## config.mk

```make
export PLATFORM = sky130hd
export DESIGN_NAME = mem_port_arbiter
export DESIGN_NICKNAME = d
export VERILOG_FILES = /design/src/rtl/mem_port_arbiter.sv
export SDC_FILE = /design/constraint.sdc
export NUM_CORES = 1
export LEC_CHECK = 0
export ABC_AREA = 0
export CELL_PAD_IN_SITES_DETAIL_PLACEMENT = 0
export CELL_PAD_IN_SITES_GLOBAL_PLACEMENT = 1
export CORE_MARGIN = 3
export CORE_UTILIZATION = 28
export DETAILED_ROUTE_END_ITERATION = 10
export PLACE_DENSITY_LB_ADDON = 0.1
export SLEW_MARGIN = 0
export SYNTH_ARGS = -nofsm -noshare
export SYNTH_HDL_FRONTEND = slang
export SYNTH_SLANG_ARGS = --single-unit
```

## constraint.sdc

```tcl
create_clock -name Clk -period 3.4 [get_ports Clk]
set_clock_uncertainty 0.05 [all_clocks]
set_input_delay 0.34 -clock Clk [delete_from_list [all_inputs] [get_ports Clk]]
set_output_delay 0.34 -clock Clk [all_outputs]
set_load 0.01 [all_outputs]
```

## src/rtl/mem_port_arbiter.sv

```systemverilog
// Single-port memory arbiter between instruction fetch and the data stage.
// One access in flight at a time; owner gets a one-cycle Valid pulse on completion.
module mem_port_arbiter #(
  parameter int unsigned ADDR_W     = 32,
  parameter int unsigned DATA_W     = 32,
  parameter int unsigned MEM_LAT    = 2,
  parameter int unsigned STARVE_MAX = 4
) (
  input  logic              Clk,
  input  logic              Reset,
  input  logic              IfReq,
  input  logic [ADDR_W-1:0] IfAddr,
  output logic              IfValid,
  output logic [DATA_W-1:0] IfRdata,
  input  logic              DmReq,
  input  logic              DmWe,
  input  logic [1:0]        DmSize,
  input  logic [ADDR_W-1:0] DmAddr,
  input  logic [DATA_W-1:0] DmWdata,
  output logic              DmValid,
  output logic [DATA_W-1:0] DmRdata,
  output logic              DmErr,
  output logic              MemEn,
  output logic              MemWe,
  output logic [1:0]        MemSize,
  output logic [ADDR_W-1:0] MemAddr,
  output logic [DATA_W-1:0] MemWdata,
  input  logic [DATA_W-1:0] MemRdata,
  output logic              StallIF,
  output logic              StallMEM
);

  localparam int unsigned CNT_W = (MEM_LAT > 1) ? $clog2(MEM_LAT) : 1;
  localparam int unsigned STV_W = (STARVE_MAX > 0) ? $clog2(STARVE_MAX + 1) : 1;

  typedef enum logic [1:0] {
    S_IDLE,
    S_ACCESS,
    S_DONE
  } state_e;

  state_e            state_q, state_d;
  logic [CNT_W-1:0]  cnt_q, cnt_d;
  logic [STV_W-1:0]  starve_q, starve_d;
  logic              own_dm_q, own_dm_d;
  logic              we_q, we_d;
  logic              err_q, err_d;
  logic [DATA_W-1:0] if_rdata_q, if_rdata_d;
  logic [DATA_W-1:0] dm_rdata_q, dm_rdata_d;

  logic grant_if;
  logic dm_bad;
  logic issue;

  assign grant_if = IfReq && (!DmReq || (starve_q == STV_W'(STARVE_MAX)));
  assign dm_bad   = ((DmSize == 2'd1) && DmAddr[0])
                 || ((DmSize == 2'd2) && (DmAddr[1:0] != 2'b00))
                 || (DmSize == 2'd3);

  always_comb begin
    state_d    = state_q;
    cnt_d      = cnt_q;
    starve_d   = starve_q;
    own_dm_d   = own_dm_q;
    we_d       = we_q;
    err_d      = err_q;
    if_rdata_d = if_rdata_q;
    dm_rdata_d = dm_rdata_q;
    issue      = 1'b0;
    unique case (state_q)
      S_IDLE: begin
        if (IfReq || DmReq) begin
          own_dm_d = !grant_if;
          if (grant_if) begin
            starve_d = '0;
          end else if (IfReq && (starve_q != STV_W'(STARVE_MAX))) begin
            starve_d = starve_q + STV_W'(1);
          end
          // A rejected DM access never touches memory and completes next cycle.
          if (!grant_if && dm_bad) begin
            err_d      = 1'b1;
            we_d       = DmWe;
            dm_rdata_d = '0;
            state_d    = S_DONE;
          end else begin
            issue   = 1'b1;
            err_d   = 1'b0;
            we_d    = !grant_if && DmWe;
            cnt_d   = CNT_W'(MEM_LAT - 1);
            state_d = S_ACCESS;
          end
        end
      end
      S_ACCESS: begin
        if (cnt_q == '0) begin
          if (own_dm_q) begin
            dm_rdata_d = we_q ? '0 : MemRdata;
          end else begin
            if_rdata_d = MemRdata;
          end
          state_d = S_DONE;
        end else begin
          cnt_d = cnt_q - CNT_W'(1);
        end
      end
      S_DONE: begin
        state_d = S_IDLE;
      end
      default: begin
        state_d = S_IDLE;
      end
    endcase
  end

  // Issue strobe is combinational from IDLE, so it is also held off while Reset is low.
  always_comb begin
    MemEn    = issue && Reset;
    MemWe    = 1'b0;
    MemSize  = 2'd0;
    MemAddr  = '0;
    MemWdata = '0;
    if (MemEn) begin
      if (grant_if) begin
        MemSize = 2'd2;
        MemAddr = IfAddr;
      end else begin
        MemWe    = DmWe;
        MemSize  = DmSize;
        MemAddr  = DmAddr;
        MemWdata = DmWdata;
      end
    end
  end

  assign IfValid  = (state_q == S_DONE) && !own_dm_q;
  assign DmValid  = (state_q == S_DONE) && own_dm_q;
  assign DmErr    = DmValid && err_q;
  assign IfRdata  = if_rdata_q;
  assign DmRdata  = dm_rdata_q;
  assign StallIF  = IfReq && !IfValid;
  assign StallMEM = DmReq && !DmValid;

  always_ff @(posedge Clk or negedge Reset) begin
    if (!Reset) begin
      state_q    <= S_IDLE;
      cnt_q      <= '0;
      starve_q   <= '0;
      own_dm_q   <= 1'b0;
      we_q       <= 1'b0;
      err_q      <= 1'b0;
      if_rdata_q <= '0;
      dm_rdata_q <= '0;
    end else begin
      state_q    <= state_d;
      cnt_q      <= cnt_d;
      starve_q   <= starve_d;
      own_dm_q   <= own_dm_d;
      we_q       <= we_d;
      err_q      <= err_d;
      if_rdata_q <= if_rdata_d;
      dm_rdata_q <= dm_rdata_d;
    end
  end

endmodule

```

# After elaboration in Yosys (flattened, before gate mapping)
# Cells that the tools add are included.
# classes
add_sub_neg	2
n_eq_ne	12
muxes	29
bitwise	2
n_reduce_logical	31
# op_table
op	n
$mux W32	9
$pmux W32 S2	1
$logic_and A1 B1 Y1	12
$mux W1	10
$mux W2	5
$ne A2 B2 Y1 const B	5
$reduce_and A3 Y1	3
$eq A2 B2 Y1 const B	3
$mux W3	2
$reduce_bool A2 Y1	3
$logic_not A1 Y1	5
$reduce_and A5 Y1	1
$eq A2 B1 Y1 const B	2
$logic_or A1 B1 Y1	4
$pmux W2 S2	1
$reduce_and A2 Y1	2
$add A3 B1 Y3 const B	1
$eq A3 B3 Y1 const B	1
$ne A3 B3 Y1 const B	1
$logic_not A2 Y1	1
$not A1 Y1	2
$pmux W1 S2	1
$sub A1 B1 Y1 const B	1
# totals
ff_bits	73
in_bits	135
out_inout_bits	137
wordCells	84

# Depth between registers and ports, before layout
# depth
ltp_word	10
depth_mapped	8
mapped_depth_nobuf	6

# Worst setup path before layout
# Ideal clock, no wire load.
# synth_timing
path_kind	reg-to-output
from	register starve_q[0]
to	output MemAddr[25]
arrival_ns	1.519
required_time_ns	3.010
path_slack_ns	1.491
path_stages_with_launch	9
path_buffers	2
path_cell_list	dfrtp_1 > inv_1 > ha_1 > a21bo_1 > and2_4 > nor2_2 > buf_6 > buf_4 > a32o_1
# synth_via
elab_chain_len	10
word_cells_on_any_way	11
cone_classes	eq/ne: 1; mux: 5; reduce/logical: 5
# synth_lines
item	line_no	source
from (decl)	44	logic [STV_W-1:0] starve_q, starve_d;
from (signal assigned)	156	starve_q <= starve_d;
$eq A3 B3 Y1 *	55	assign grant_if = IfReq && (!DmReq || (starve_q == STV_W'(STARVE_MAX)));
$logic_or A1 B1 Y1 *	55	
$logic_and A1 B1 Y1 *	55	
$logic_not A1 Y1	80	if (!grant_if && dm_bad) begin
$logic_and A1 B1 Y1	80	
$mux W1	80	
$mux W1	72	if (IfReq || DmReq) begin
$mux W1	70	unique case (state_q)
$logic_and A1 B1 Y1	117	MemEn = issue && Reset;
$mux W32 *	122	if (MemEn) begin
to (decl)	26	output logic [ADDR_W-1:0] MemAddr,
# Every way passes the cells marked *; elsewhere a longest branch is shown, timed or not.

# Worst setup path in the final report
# layout_timing
from	input IfReq
to	output MemWdata[4]
# layout_via
elab_chain_len	8
word_cells_on_any_way	10
cone_classes	mux: 5; reduce/logical: 5
# layout_lines
item	line_no	source
from (decl)	11	input logic IfReq,
$logic_and A1 B1 Y1	55	
$logic_not A1 Y1	80	
$logic_and A1 B1 Y1	80	
$mux W1	80	
$mux W1	72	
$mux W1	70	
$logic_and A1 B1 Y1	117	
$mux W32 *	122	
to (decl)	27	output logic [DATA_W-1:0] MemWdata,
# Marked as above.

==> summary.md <==
| Metric | Value |
|---|---|
| Met2 wire length | 7.63 mm |
| Later-pin clock latency in the skew report | 0.32 ns |
| IO Port Bufs | 271 |
| Area growth from synthesis to layout | 78.3% |
| Vias in the first global route | 4175 |
| H-tree levels | 3 |
| Post-CTS Setup Inserts | 0 |
| Gate Count Post-Synth | 354 |
| Min Clock Period, post-route | 2.96 ns |
| Type of the tightest min-delay check | in -> async |
| Crit Path Max Fanout | 65 |
| Post-route insts no fill | 799 |
| Status | complete, no violations |
| Antenna cells | 0 |
| Worst-Margin Slew | 0.551 ns |
| Synth area leaders | dfrtp_1 46%, a22oi_2 9.0%, a32o_1 7.7% |
| CP required | 3.01 ns |
| DR vias/cell | 4.87 |
| Initial antenna violation count | 0 |
| Iter 0 DRT Violations | 215 |
| DRT met1 WL | 5.75 mm |
| Syn Area/Cell | 11.3 um2 |
| Slew Limit Fails | 0 |
| Clock-pin slew on the worst setup and hold paths | 0.06 ns |
| # IOs | 272 |
| Mapped Nets | 491 |
| Critical Path Start Type | input port |
| Root Buffer | clkbuf_16 |
| Max frequency | 0.337 GHz |
| Wire per inst | 18.5 um |
| Critical path class | in -> out |
| Commonest cells post-synth | 73 x dfrtp_1, 42 x nand2_1, 35 x and3_1 |
| Number of distinct library cells after synthesis | 43 |
| Placed cells | 783 |
| Number of synthesized flops with an enable pin | 0 |
| Slack of the critical path | 0.437 ns |
| Top sig layer | met4 |
| First-pass detailed-route iteration total | 5 |
| FP Rows | 43 |
| Core footprint | 13900 um2 |
| Synth Cell Area | 4010 um2 |
| RD Place Congestion | 0.784 |
| Synth async-reset ratio | 100% |
| Total CTS buffers | 9 |
| RSZ-0062 raised after global routing | no |
| Period Utilization, post-route | 87.2% |
| DP HPWL | 11.3 mm |
| Post-Place Worst Slack | 0.429 ns |
| Cell area after layout | 7150 um2 |
| Remaining Overflow, GRT | 0 |
| Sink Count | 73 |
| VDD IR max | 256 uV |
| Ys flop type | dfrtp_1 |
| Total Neg Setup Slack | 0 ns |
| Seq/Total Area, Yosys | 45.5% |
| Hold bufs inserted after CTS | 0 |
| DR WL met3 | 1.22 mm |
| Filler cells | 1263 |
| Leakage | 2.87 nW |
| Slew HR | 63.2% |
| Vert. Die Dim | 126 um |
| Vias | 3893 |
| Placed instance area | 6850 um2 |
| Die Width | 126 um |
| WP data arrival | 2.57 ns |
| Routed Wire Length | 14.8 mm |
| Starting Density | 28.8% |
| Clock Tree Buf Depth | 2 |
| # nets final | 751 |
| Synth Register Bits | 73 |
| Ys Warns | 0 |
| Setup Viol. Count Final | 0 |
| Drt drc | 0 |
| Die ar. | 15800 um2 |
| Post-synth top area cell | dfrtp_1 |
| Largest net degree at the start of global routing | 69 |
| Final hold vios | 0 |
| CTS resizes | 0 |
| Synth top area share | 45.5% |
| First-pass GRT wire length | 22.9 mm |
| Cell with the most instances after synthesis | dfrtp_1 |
| GRT Total Usage | 18.2% |
| Antenna viol nets, final | 0 |
| Pwr per Cell Area | 736 nW/um2 |
| Hold_ws | 0.0554 ns |
| CP Capture Type | primary output |
| Fraction of layout cells with a size suffix above 1 | 13.7% |
| Max Cap Violations | 0 |
| TritonCTS clock tree | built |
[registers in the layout (all words and copies together) (netlist names)]
signal,count
DmRdata,32
IfRdata,32
starve_q,3
state_q,2
cnt_q,1
err_q,1
own_dm_q,1
we_q,1
[area by class of cell]
cell class,instances,area [um2],share of cell area [%]
clock buffer,12,246,3.45
clock inverter,4,52.6,0.735
inverter,4,15.0,0.210
multi-input combinational,244,1940,27.2
sequential,73,1830,25.5
tap,180,225,3.15
timing repair buffer,282,2840,39.7
[placed cells by master (no fill, tap or decap), types with 7 or more instances in the layout]
master,synthesis,routed
a22oi_2,29,29
a32o_1,31,31
and3_1,35,35
buf_4,10,8
clkbuf_16,0,9
clkdlybuf4s50_1,0,270
dfrtp_1,73,73
mux2_1,15,15
mux2_2,18,18
nand2_1,42,42
o21ai_0,7,7
o21ai_1,29,29
[worst max-delay path, cell delays in order]
cell and delay (ns):
clkdlybuf4s50_1 0.54, or2_1 0.24, nand3_2 0.19, nor2_4 0.17
buf_12 0.24, and3_1 0.19, clkdlybuf4s50_1 0.62
[kinds of logic (layout without fill, tap and decap cells)]
kind of cell	Yosys count	count (layout)	synth area share, %
adders and majority gates	2	2	0.624
AOI/OAI and AO/OA	111	111	24.5
muxes	33	33	9.26
and+or+nand+nor	98	98	13.4
buffers and inverters	37	302	6.58
DFF	73	73	45.5
[where the power goes]
group | leakage (nW) | switching [W] | internal, W | total [W]
clock | 0.147 | 0.000348 | 0.000590 | 0.000938
combinational | 1.80 | 0.00121 | 0.00149 | 0.00270
sequential | 0.927 | 0.000325 | 0.00130 | 0.00163
[layer usage]
| metal | vias up | track usage [%] |
|---|---|---|
| li1 | 1848 | - |
| met1 | 1871 | 20.7 |
| met2 | 160 | 32.4 |
| met3 | 14 | 6.62 |
| met4 | 0 | 4.91 |
| met5 | - | 0 |
[path summary, 6_finish.rpt]
kind	startpoint	end	slack (ns)	cells after the start
setup / recovery	IfReq	MemWdata[4]	0.44	7
hold / removal	Reset	DmRdata[13]	0.06	2
setup reg to reg	cnt_q	DmRdata[1]	1.32	5
hold reg to reg	IfRdata[0]	IfRdata[0]	0.43	1
max in group asynchronous	Reset	DmRdata[15]	2.35	3
min in group Clk	IfRdata[0]	IfRdata[0]	0.43	1
[metrics by stage]
stage,utilization [%],total power [W]
6_report,51.3,0.00526
5_1_grt,51.3,0.00561
4_1_cts,51.3,0.00536
3_5_place_dp,49.2,0.00439
3_3_place_gp,49.2,0.00433
2_1_floorplan,-,0.00298
Note: power is estimated with default switching activity, not from simulation.
